<file path="src/rtl/bist_sequencer.sv">
// Sequencing FSM for the arbiter BIST session: INIT, RUN for N_PATTERNS clocks,
// FLUSH, COMPARE against a golden MISR signature, then hold the verdict in DONE.
module bist_sequencer #(
    parameter int unsigned       N_PATTERNS = 1000,
    parameter int unsigned       CNT_W      = 16,
    parameter int unsigned       SIG_W      = 16,
    parameter logic [SIG_W-1:0]  GOLDEN_SIG = '0
) (
    input  logic             clock,
    input  logic             reset,
    input  logic             start,
    input  logic [SIG_W-1:0] misr_sig,
    output logic             test_mode,
    output logic             lfsr_init,
    output logic             lfsr_en,
    output logic             misr_init,
    output logic             misr_en,
    output logic             cut_reset_n,
    output logic             busy,
    output logic             bist_end,
    output logic             pass_fail
);

    localparam logic [CNT_W-1:0] LAST_CNT = CNT_W'(N_PATTERNS - 1);

    typedef enum logic [2:0] {
        S_IDLE    = 3'd0,
        S_INIT    = 3'd1,
        S_RUN     = 3'd2,
        S_FLUSH   = 3'd3,
        S_COMPARE = 3'd4,
        S_DONE    = 3'd5
    } state_t;

    state_t           state, state_next;
    logic [CNT_W-1:0] cnt, cnt_next;
    logic             init_phase, init_phase_next;
    logic             test_mode_next, lfsr_init_next, lfsr_en_next;
    logic             misr_init_next, misr_en_next, cut_reset_n_next;
    logic             busy_next, bist_end_next, pass_fail_next;

    // State, counters and registered Moore outputs
    always_ff @(posedge clock or negedge reset) begin
        if (!reset) begin
            state       <= S_IDLE;
            cnt         <= '0;
            init_phase  <= 1'b0;
            test_mode   <= 1'b0;
            lfsr_init   <= 1'b0;
            lfsr_en     <= 1'b0;
            misr_init   <= 1'b0;
            misr_en     <= 1'b0;
            cut_reset_n <= 1'b1;
            busy        <= 1'b0;
            bist_end    <= 1'b0;
            pass_fail   <= 1'b0;
        end else begin
            state       <= state_next;
            cnt         <= cnt_next;
            init_phase  <= init_phase_next;
            test_mode   <= test_mode_next;
            lfsr_init   <= lfsr_init_next;
            lfsr_en     <= lfsr_en_next;
            misr_init   <= misr_init_next;
            misr_en     <= misr_en_next;
            cut_reset_n <= cut_reset_n_next;
            busy        <= busy_next;
            bist_end    <= bist_end_next;
            pass_fail   <= pass_fail_next;
        end
    end

    // Next-state logic, then outputs decoded from the next state
    always_comb begin
        state_next       = state;
        cnt_next         = cnt;
        init_phase_next  = init_phase;
        pass_fail_next   = 1'b0;
        test_mode_next   = 1'b0;
        lfsr_init_next   = 1'b0;
        lfsr_en_next     = 1'b0;
        misr_init_next   = 1'b0;
        misr_en_next     = 1'b0;
        cut_reset_n_next = 1'b1;
        busy_next        = 1'b0;
        bist_end_next    = 1'b0;

        case (state)
            S_IDLE: begin
                if (start) begin
                    state_next      = S_INIT;
                    cnt_next        = '0;
                    init_phase_next = 1'b0;
                end
            end
            S_INIT: begin
                cnt_next = '0;
                if (init_phase) begin
                    state_next = S_RUN;
                end else begin
                    init_phase_next = 1'b1;
                end
            end
            S_RUN: begin
                cnt_next = cnt + CNT_W'(1);
                if (cnt == LAST_CNT) begin
                    state_next = S_FLUSH;
                end
            end
            S_FLUSH: begin
                state_next = S_COMPARE;
            end
            S_COMPARE: begin
                state_next     = S_DONE;
                pass_fail_next = (misr_sig == GOLDEN_SIG);
            end
            S_DONE: begin
                // Verdict is held until start drops, which forces a fresh rise per session
                if (!start) begin
                    state_next = S_IDLE;
                end else begin
                    pass_fail_next = pass_fail;
                end
            end
            default: begin
                state_next = S_IDLE;
            end
        endcase

        case (state_next)
            S_INIT: begin
                test_mode_next   = 1'b1;
                lfsr_init_next   = 1'b1;
                misr_init_next   = 1'b1;
                cut_reset_n_next = 1'b0;
                busy_next        = 1'b1;
            end
            S_RUN: begin
                test_mode_next = 1'b1;
                lfsr_en_next   = 1'b1;
                misr_en_next   = 1'b1;
                busy_next      = 1'b1;
            end
            S_FLUSH: begin
                // Grant lags its request by one cycle, so the MISR takes one extra sample
                test_mode_next = 1'b1;
                misr_en_next   = 1'b1;
                busy_next      = 1'b1;
            end
            S_COMPARE: begin
                test_mode_next = 1'b1;
                busy_next      = 1'b1;
            end
            S_DONE: begin
                bist_end_next = 1'b1;
            end
            default: begin
                bist_end_next = 1'b0;
            end
        endcase
    end

endmodule

</file>
<file path="config.mk">
export PLATFORM = sky130hd
export DESIGN_NAME = bist_sequencer
export DESIGN_NICKNAME = d
export VERILOG_FILES = /design/src/rtl/bist_sequencer.sv
export SDC_FILE = /design/constraint.sdc
export NUM_CORES = 1
export LEC_CHECK = 0
export CORE_ASPECT_RATIO = 1.5
export CORE_MARGIN = 3
export CORE_UTILIZATION = 45
export CTS_CLUSTER_DIAMETER = 30
export CTS_CLUSTER_SIZE = 24
export DETAILED_ROUTE_END_ITERATION = 10
export PLACE_DENSITY = 0.71
export SLEW_MARGIN = 20
export SYNTH_ARGS = -nofsm -noshare
export SYNTH_HDL_FRONTEND = slang
export SYNTH_SLANG_ARGS = --single-unit
</file>
<file path="constraint.sdc">
create_clock -name clock -period 4.25 [get_ports clock]
set_input_delay 0.425 -clock clock [delete_from_list [all_inputs] [get_ports clock]]
set_output_delay 0.425 -clock clock [all_outputs]
set_load 0.1 [all_outputs]
</file>
After elaboration in Yosys (flattened, before gate mapping)
Cells that the tools add are included.
- memory bits (read-only): 0
- logic and storage cells: 49
- memory bits (writable): 0
- register bits after elaboration: 27
- memories: 0
- latch bits: 0
- order comparisons: 0
- equality and inequality tests: 13
- divide/modulo/power cells: 0
- $add $sub $neg: 1
- reductions and logical operators: 8
- multipliers: 0
- bitwise operators: 0
- shifts and indexed selects: 0
- muxes and demuxes: 17
- operators with widths (operator ; number):
    $pmux W16 S3 ; 1
    $pmux W3 S6 ; 1
    $add A16 B1 Y16 const B ; 1
    $eq A16 B10 Y1 const B ; 1
    $logic_not A16 Y1 ; 1
    $mux W16 ; 1
    $eq A3 B2 Y1 const B ; 4
    $eq A3 B3 Y1 const B ; 4
    $mux W3 ; 4
    $mux W1 ; 8
    $eq A3 B1 Y1 const B ; 2
    $ne A2 B2 Y1 const B ; 2
    $pmux W1 S2 ; 2
    $reduce_and A2 Y1 ; 2
    $reduce_or A4 Y1 ; 1
    $logic_not A3 Y1 ; 1
    $reduce_bool A3 Y1 ; 1
    $reduce_bool A2 Y1 ; 1
    $reduce_or A2 Y1 ; 1

Logic depth before layout (Yosys ltp)
Gate-level depths: netlist of run 1.
- depth after elaboration: 6
- gate-level depth with buffers: 7
- depth with buffers taken out: 5

Worst setup path before layout of run 1
OpenSTA, ideal clock, no wires.
- path type: register -> register
- start point: reg state[0]
- end point: reg cnt[15]
- required time: 4100 ps
- path slack: 2401 ps
- stages on the path, launching flop included: 8
- data arrival time: 1700 ps
- clock period less this slack: 1849 ps
- path buffers: 3
- cells stage by stage: dfrtp_1 > buf_6 > a21o_1 > or3_1 > buf_2 > buf_4 > o41ai_1 > a21oi_1
- word-level cells in the longest chain between the ends: 3
- elaborated cells on any way between the ends: 7
- those cells by class: eq/ne (3); mux (1); reduce/logical (3)
- RTL lines (what ; line ; RTL):
    from (decl) ; 35 ; state_t state, state_next;
    from (signal assigned) ; 58 ; state <= state_next;
    $eq A3 B2 Y1, or another cell as far along ; 88 ; case (state)
    $reduce_bool A3 Y1 (no line) / $ne A2 B2 Y1 (equally long branches) ; - ;
    $reduce_and A2 Y1 (no line) ; - ;
    to (signal assigned) ; 59 ; cnt <= cnt_next;
    to (decl) ; 36 ; logic [CNT_W-1:0] cnt, cnt_next;
Parallel ways exist; a longest one is shown, timed or not.
A chain may end at the register's enable or synchronous reset.

Final worst setup path of run 1
- start point: reg cut_reset_n
- end point: out cut_reset_n
- RTL lines (what ; line ; RTL):
    from (decl) ; 18 ; output logic cut_reset_n,
    from (signal assigned) ; 66 ; cut_reset_n <= cut_reset_n_next;
No word-level cell between the ends.

==> impl_metrics.json, run 1 <==
{
  "ir_drop_v": 0.000354,
  "max_stage_delay_ns": 1.12,
  "slew_viol_final": 0,
  "root_buffer": "clkbuf_8",
  "crit_fanout": 1,
  "intPower_mw": 0.505,
  "synth.cell_area_um2": 1390,
  "path_cells": "clkdlybuf4s50_1",
  "rsz0062_at_grt": "no",
  "drt-total-wl_mm": 3.04,
  "post-cts-setup-buffers": 0,
  "cts_tree": "yes",
  "grt_pass1_vias": 1154,
  "initial_core_util": 0.471,
  "cp_top_family": "buffers and inverters",
  "dp_hpwl_mm": 2.27,
  "slowest_stage": "clkdlybuf4s50_1",
  "place.port_buffers": 27,
  "synth_cells": 149,
  "power_density_nw_per_um2": 598,
  "die_area_um2": 3790,
  "pwr-share-clk": 0.145,
  "maxCapViolCount": 0,
  "power_leakage_nw": 0.670,
  "switchingPower_mw": 0.514,
  "clkTransAtPathRegs_ns": 0.10,
  "die_w_um": 51.3,
  "syn-num-nets": 169,
  "worst_slack_ns": 1.90,
  "synth_edf_count": 0,
  "synthArstFlopShare": 1.00,
  "gr-total-overflow": 0,
  "cp-end-kind": "output pin",
  "htreeDepth": 1,
  "top_regs": "cnt: 16 flops, state: 3 flops",
  "power.combinational.fraction": 0.482,
  "seq_power_share": 0.374,
  "rows": 24,
  "yosysWarnings": 0,
  "viasPerCell": 5.84,
  "antenna_found_initial": 0,
  "wl_per_cell_um": 14.4,
  "synth.distinct_cells": 37,
  "grt_max_degree": 28,
  "worstSkewPairLatency_ns": 0.28,
  "ys_ff_latch": 27,
  "required_ns": 3.83,
  "cts_buffers": 3,
  "ant_nets": 0,
  "slew_headroom": 0.345,
  "regArea_um2": 677,
  "clock_skew_ns": 0.0107,
  "fin_crit_ns": 2.35,
  "core_um2": 2940,
  "tightest_slew_ns": 0.980,
  "synth_seq_area_share": 0.489,
  "avgSynthCellArea_um2": 9.30,
  "status": "finished clean",
  "p_sw_frac": 0.504,
  "ios": 28,
  "dr.pass1.iters": 4,
  "cts_resized": 0,
  "multi_input_area_um2": 632,
  "worstPathArrival_ns": 1.93,
  "syn_to_final_growth_pct": 23.0,
  "fin_nets": 193,
  "hp-class": "in -> async",
  "period_share": 0.554,
  "clock-sinks": 27,
  "grt_util_all_layers": 0.178,
  "max_flop_register": "cnt",
  "path_buf_inv": 1,
  "start_kind": "register",
  "nFillCells": 281,
  "dp_slack_ns": 1.71,
  "fin_tns_setup_ns": 0,
  "hold_violations": 0,
  "drive_above_1_share": 0.0349,
  "die_h_um": 73.9,
  "crit_type": "reg -> out",
  "ys.flop_type": "dfrtp_1",
  "total_power_mw": 1.02,
  "setup-violations-final": 0,
  "route.detailed.drc": 0,
  "grt_pass1_wl_mm": 5.13,
  "hold_buffers": 0,
  "n_antenna_cell": 0,
  "ctsLongestPathBuffers": 2,
  "largest_reg_flops": 16,
  "drt-initial-drc-count": 55,
  "max_freq_mhz": 425,
  "gp_congestion": 0.823,
  "num_vias": 1233
}
[area by class of cell]
type                    instances  area share
clock inverters                 1     0.00294
multi-input cells             107       0.371
well taps                      39      0.0286
flip-flops and latches         27       0.397
inverters                       6      0.0132
repair buffers                 28       0.163
clock buffers                   3      0.0242
[cells in the mapped netlist, types with 2 or more instances]
master,count,share of area
a21boi_0,2,0.011
or4_1,4,0.022
nand2b_1,2,0.0090
o21ai_0,13,0.047
o31ai_1,3,0.016
buf_4,3,0.016
nand2_1,10,0.027
dfrtp_1,26,0.47
clkbuf_1,4,0.011
and3_1,2,0.0090
xnor2_1,3,0.019
nor2b_1,3,0.014
nor2_1,11,0.030
a22oi_1,3,0.016
nand3_1,5,0.018
or3_1,4,0.018
nand4_1,6,0.027
a21o_1,2,0.011
nor4_1,7,0.032
o21a_1,2,0.011
nor3_1,2,0.0072
a21oi_1,12,0.043
inv_1,6,0.016
[logic make-up after synthesis]
kind of cell	count (synthesis)	synth area share
AOI/OAI and AO/OA	43	0.192
xor gates and xnor gates	3	0.0190
and+or+nand+nor	60	0.237
buffers and inverters	15	0.0551
adders and majority gates	1	0.00903
DFF	27	0.489
[worst paths after layout]
kind | slack [ns] | from | end | depth (start not counted)
setup / recovery | 1.90 | cut_reset_n$_DFF_PN1_ | cut_reset_n | 1
hold / removal | 0.51 | reset | state[1]$_DFF_PN0_ | 2
setup reg to reg | 1.99 | state[0]$_DFF_PN0_ | cnt[12]$_DFFE_PN0P_ | 4
hold reg to reg | 0.55 | init_phase$_DFFE_PN0P_ | init_phase$_DFFE_PN0P_ | 1
max in group asynchronous | 3.44 | reset | cut_reset_n$_DFF_PN1_ | 2
min in group clock | 0.55 | init_phase$_DFFE_PN0P_ | init_phase$_DFFE_PN0P_ | 1
[layer usage]
layer | part of all wire | vias to the layer above | GRT usage
met1 | 0.41 | 588 | 0.211
met4 | 0.016 | 0 | 0.0845
met2 | 0.52 | 45 | 0.310
met5 | 0 | - | 0
met3 | 0.058 | 5 | 0.0321
li1 | - | 595 | -
[per-stage QoR]
stage                      util  cells  hold slack, ns  cell area (um^2)
after global routing      0.579    211           0.546              1700
after detailed placement  0.563    207           0.527              1660
after floorplan               -    149           0.129              1390
after global placement    0.563    207           0.519              1660
final                     0.579    211           0.508              1700
after CTS                 0.579    211           0.521              1700
[cell usage in the layout, fill, tap and decap left out]
cell	instances
ha_1	1
a21oi_1	12
o211ai_1	1
dfstp_2	1
inv_1	6
nand4_1	6
o311ai_0	1
o21a_1	2
or3_1	4
a21boi_0	2
nor3_1	2
nand2_1	10
clkdlybuf4s50_1	27
o31ai_1	3
nor3b_1	1
a21o_1	2
nand2b_1	2
o31a_1	1
dfrtp_1	26
or4b_1	1
o41ai_1	1
nor2_1	11
nor4b_1	1
clkinv_2	1
nor4_1	7
or4_1	4
a22oi_1	3
a21boi_1	1
clkbuf_8	3
o21ai_0	13
xnor2_1	3
and3_1	2
nor2b_1	3
nand3b_1	1
nand3_1	5
a22o_1	1
buf_4	1
[power groups by stage]
stage                     sequential (mW)  combinational (mW)  clock (mW)
after global placement              0.382               0.489           0
after floorplan                     0.504               0.262           0
after CTS                           0.379               0.495       0.150
final                               0.381               0.491       0.147
after detailed placement            0.384               0.494           0
after global routing                0.392               0.521       0.162
Note: power is estimated with default switching activity, not from simulation.
==> run 2, diff against run 1 <==
Clock period 4.25 ns to 2.2 ns, I/O delays scaled along.
==> impl_metrics.json, run 2 (synthesis gave the netlist of run 1 again) <==
{
  "gp_congestion": 0.857,
  "setup-violations-final": 0,
  "max_stage_delay_ns": 0.57,
  "clkTransAtPathRegs_ns": 0.10,
  "crit_type": "reg -> reg",
  "grt_util_all_layers": 0.183,
  "largest_reg_flops": 16,
  "grt_pass1_wl_mm": 5.29,
  "die_area_um2": 3790,
  "worstPathArrival_ns": 2.22,
  "ir_drop_v": 0.000857,
  "max_freq_mhz": 497,
  "core_um2": 2940,
  "htreeDepth": 1,
  "cp.depth": 4,
  "cts_resized": 0,
  "ios": 28,
  "slowest_stage": "or4b_1",
  "hold_buffers": 0,
  "clock_skew_ns": 0.00643,
  "final_common_cell": "dfrtp_1",
  "die_w_um": 51.3,
  "num_vias": 1268,
  "cts_buffers": 3,
  "path_cells": "a21o_1 -> or3_1 -> or4b_1 -> a21oi_1",
  "syn_to_final_growth_pct": 25.9,
  "grt_max_degree": 28,
  "final_cell_mix": "26 x dfrtp_1, 18 x clkdlybuf4s50_1, 18 x buf_4",
  "nFillCells": 300,
  "die_h_um": 73.9,
  "drt-total-wl_mm": 3.26,
  "cp_top_family": "simple AND/OR/NAND/NOR gates",
  "top_regs": "cnt: 16 flops, state: 3 flops",
  "required_ns": 2.41,
  "r2r_cells": 4,
  "ant_nets": 0,
  "grt_pass1_vias": 1261,
  "initial_core_util": 0.471,
  "cts_tree": "yes",
  "wl_per_cell_um": 14.9,
  "drt-initial-drc-count": 32,
  "total_power_mw": 2.06,
  "drive_above_1_share": 0.128,
  "cp-end-kind": "register",
  "max_flop_register": "cnt",
  "fin_crit_ns": 2.01,
  "slew_headroom": 0.638,
  "rows": 24,
  "tightest_slew_ns": 0.536,
  "power_leakage_nw": 0.718,
  "worstSkewPairLatency_ns": 0.27,
  "period_share": 0.914,
  "hp-class": "in -> async",
  "fin_nets": 201,
  "route.detailed.drc": 0,
  "antenna_found_initial": 0,
  "fin_tns_setup_ns": 0,
  "gr-total-overflow": 0,
  "path_buf_inv": 0,
  "dp_hpwl_mm": 2.49,
  "clock-sinks": 27,
  "root_buffer": "clkbuf_8",
  "power_density_nw_per_um2": 1180,
  "slew_viol_final": 0,
  "ctsLongestPathBuffers": 2,
  "place.port_buffers": 27,
  "rsz0062_at_grt": "no",
  "crit_fanout": 16,
  "n_antenna_cell": 0,
  "post-cts-setup-buffers": 0,
  "maxCapViolCount": 0,
  "hold_violations": 0,
  "dr.pass1.iters": 4,
  "status": "finished clean",
  "viasPerCell": 5.79,
  "start_kind": "register"
}
run 2: changes by cell type in the layout (fill, tap and decap cells not counted):
cell and delta:
clkinvlp_4 +1, clkinv_2 -1, buf_4 +17, clkdlybuf4s50_1 -9
run 2: through the flow:
step                std cells  utilization  cell area, um^2  hold WS [ns]  setup WS, ns
CTS                       219        0.593             1740         0.314         0.212
global placement          215        0.576             1700         0.513        0.0990
floorplan                 149            -             1390       -0.0756         0.351
detailed placement        215        0.576             1700         0.514        0.0523
global route              219        0.593             1740         0.339         0.123
finish                    219        0.593             1740         0.305         0.189
run 2: final timing paths:
| path | from | end | slack, ns |
|---|---|---|---|
| min in group clock | init_phase$_DFFE_PN0P_ | init_phase$_DFFE_PN0P_ | 0.54 |
| worst min-delay path | reset | cnt[11]$_DFFE_PN0P_ | 0.31 |
| max in group asynchronous | reset | cut_reset_n$_DFF_PN1_ | 1.59 |
| worst max-delay path | state[1]$_DFF_PN0_ | cnt[15]$_DFFE_PN0P_ | 0.19 |
| worst min register to register | init_phase$_DFFE_PN0P_ | init_phase$_DFFE_PN0P_ | 0.54 |
| worst max register to register | state[1]$_DFF_PN0_ | cnt[15]$_DFFE_PN0P_ | 0.19 |
run 2: cell type report:
cell class	count	area, um^2	share of cell area
clock buffers	3	41.3	0.0237
inverters	6	22.5	0.0129
clock inverters	1	7.51	0.00430
repair buffers	36	315	0.181
well taps	39	48.8	0.0280
multi-input cells	107	632	0.362
flip-flops and latches	27	677	0.388
run 2: per-layer routing:
layer,global-route usage,vias up,routed length [um]
met4,0.0816,0,68
met2,0.337,35,1740
met3,0.0321,10,157
met5,0,-,0
met1,0.202,614,1300
li1,-,609,-
run 2: report_power, final:
group | switching (mW) | internal (mW) | leakage (nW)
clock network | 0.160 | 0.129 | 0.0217
registers | 0.0696 | 0.598 | 0.360
logic | 0.793 | 0.311 | 0.336
==> run 3, diff against run 2 <==
Settings changed: CORE_MARGIN 3 to not set.
==> impl_metrics.json, run 3 (synthesis gave the netlist of run 1 again) <==
{
  "hp-class": "in -> async",
  "final_cell_mix": "26 x dfrtp_1, 19 x buf_4, 18 x clkdlybuf4s50_1",
  "required_ns": 2.40,
  "dp_hpwl_mm": 2.37,
  "pwr-share-clk": 0.141,
  "hold_buffers": 0,
  "num_vias": 1268,
  "top_regs": "cnt: 16 flops, state: 3 flops",
  "dr.pass1.iters": 4,
  "antenna_found_initial": 0,
  "period_share": 0.907,
  "wl_per_cell_um": 14.2,
  "dpl.cell_count": 216,
  "crit_fanout": 12,
  "grt_max_degree": 28,
  "fin_crit_ns": 2.00,
  "cp-end-kind": "register",
  "gp_congestion": 0.806,
  "power_density_nw_per_um2": 1180,
  "p_sw_frac": 0.496,
  "met2WireLength_mm": 1.67,
  "htreeDepth": 1,
  "power_leakage_nw": 0.722,
  "route.met3.wl_um": 97,
  "fin_area_um2": 1750,
  "max_flop_register": "cnt",
  "largest_reg_flops": 16,
  "setup-violations-final": 0,
  "drt-initial-drc-count": 26,
  "place_area_um2": 1700,
  "grt_pass1_wl_mm": 5.43,
  "core_um2": 2910,
  "start_kind": "register",
  "gr-total-overflow": 0,
  "ir_drop_v": 0.000915,
  "cts_buffers": 3,
  "worstSkewPairLatency_ns": 0.28,
  "clock-sinks": 27,
  "syn_to_final_growth_pct": 26.5,
  "die_w_um": 47.3,
  "initial_core_util": 0.476,
  "grt_pass1_vias": 1314,
  "die_h_um": 69.9,
  "drive_above_1_share": 0.133,
  "final_common_cell": "dfrtp_1",
  "cts_tree": "yes",
  "clkTransAtPathRegs_ns": 0.10,
  "status": "finished clean",
  "ctsLongestPathBuffers": 2,
  "drt-total-wl_mm": 3.12,
  "hold_violations": 0,
  "worstPathArrival_ns": 2.19,
  "place.port_buffers": 27,
  "slew_headroom": 0.548,
  "met1_length_mm": 1.27,
  "switchingPower_mw": 1.02,
  "tightest_slew_ns": 0.670,
  "fin_tns_setup_ns": 0,
  "fin_nets": 202,
  "nFillCells": 274,
  "viasPerCell": 5.76,
  "ant_nets": 0,
  "total_power_mw": 2.06,
  "clock_skew_ns": 0.00241,
  "max_freq_mhz": 501,
  "die_area_um2": 3310,
  "post-cts-setup-buffers": 0,
  "power.combinational.fraction": 0.534,
  "ios": 28,
  "cts_resized": 0,
  "route.detailed.drc": 0,
  "grt_util_all_layers": 0.224,
  "whs_ns": 0.305,
  "slew_viol_final": 0,
  "root_buffer": "clkbuf_8",
  "maxCapViolCount": 0,
  "n_antenna_cell": 0,
  "intPower_mw": 1.04,
  "seq_power_share": 0.324,
  "final_cells": 220,
  "crit_type": "reg -> reg",
  "highest_layer": "met4",
  "rsz0062_at_grt": "no",
  "rows": 24
}
[run 3: cell count changes in the layout (fill, tap and decap cells not counted)]
cell,previous run,this run
buf_4,18,19
[run 3: through the flow]
step           worst slack, ns   util
6_report                 0.204  0.601
3_5_place_dp            0.0618  0.585
2_1_floorplan            0.351      -
3_3_place_gp             0.149  0.585
4_1_cts                  0.200  0.601
5_1_grt                 0.0779  0.601
[run 3: area by class of cell]
type	instances	area, um^2	area share
Tap cell	39	48.8	0.0279
Sequential cell	27	677	0.386
Timing Repair Buffer	37	323	0.184
Clock buffer	3	41.3	0.0236
Clock inverter	1	7.51	0.00429
Inverter	6	22.5	0.0129
Multi-Input combinational cell	107	632	0.361
[run 3: critical path, cell delays in order (launching register included)]
cell and delay [ns]:
dfrtp_1 0.46, a21o_1 0.21, or3_1 0.50, buf_4 0.21, or3_1 0.34, a21oi_1 0.18
[run 3: power groups by stage]
stage	combinational, mW	clock, mW	sequential [mW]
floorplan	0.506	0	0.974
global placement	1.09	0	0.673
detailed placement	1.10	0	0.679
CTS	1.10	0.299	0.670
global route	1.17	0.317	0.685
finish	1.10	0.291	0.669
[run 3: routing by layer]
metal,vias up,global-route usage
li1,612,-
met1,615,0.267
met2,35,0.365
met3,6,0.0284
met4,0,0.124
met5,-,0
[run 3: path summary, 6_finish.rpt]
path                       depth (start not counted)  slack [ns]                     end                   start
setup / recovery                                   5        0.20      cnt[9]$_DFFE_PN0P_      state[1]$_DFF_PN0_
min in group clock                                 1        0.53  init_phase$_DFFE_PN0P_  init_phase$_DFFE_PN0P_
hold reg to reg                                    1        0.53  init_phase$_DFFE_PN0P_  init_phase$_DFFE_PN0P_
max in group asynchronous                          2        1.59   cut_reset_n$_DFF_PN1_                   reset
setup reg to reg                                   5        0.20      cnt[9]$_DFFE_PN0P_      state[1]$_DFF_PN0_
hold / removal                                     2        0.31     cnt[10]$_DFFE_PN0P_                   reset
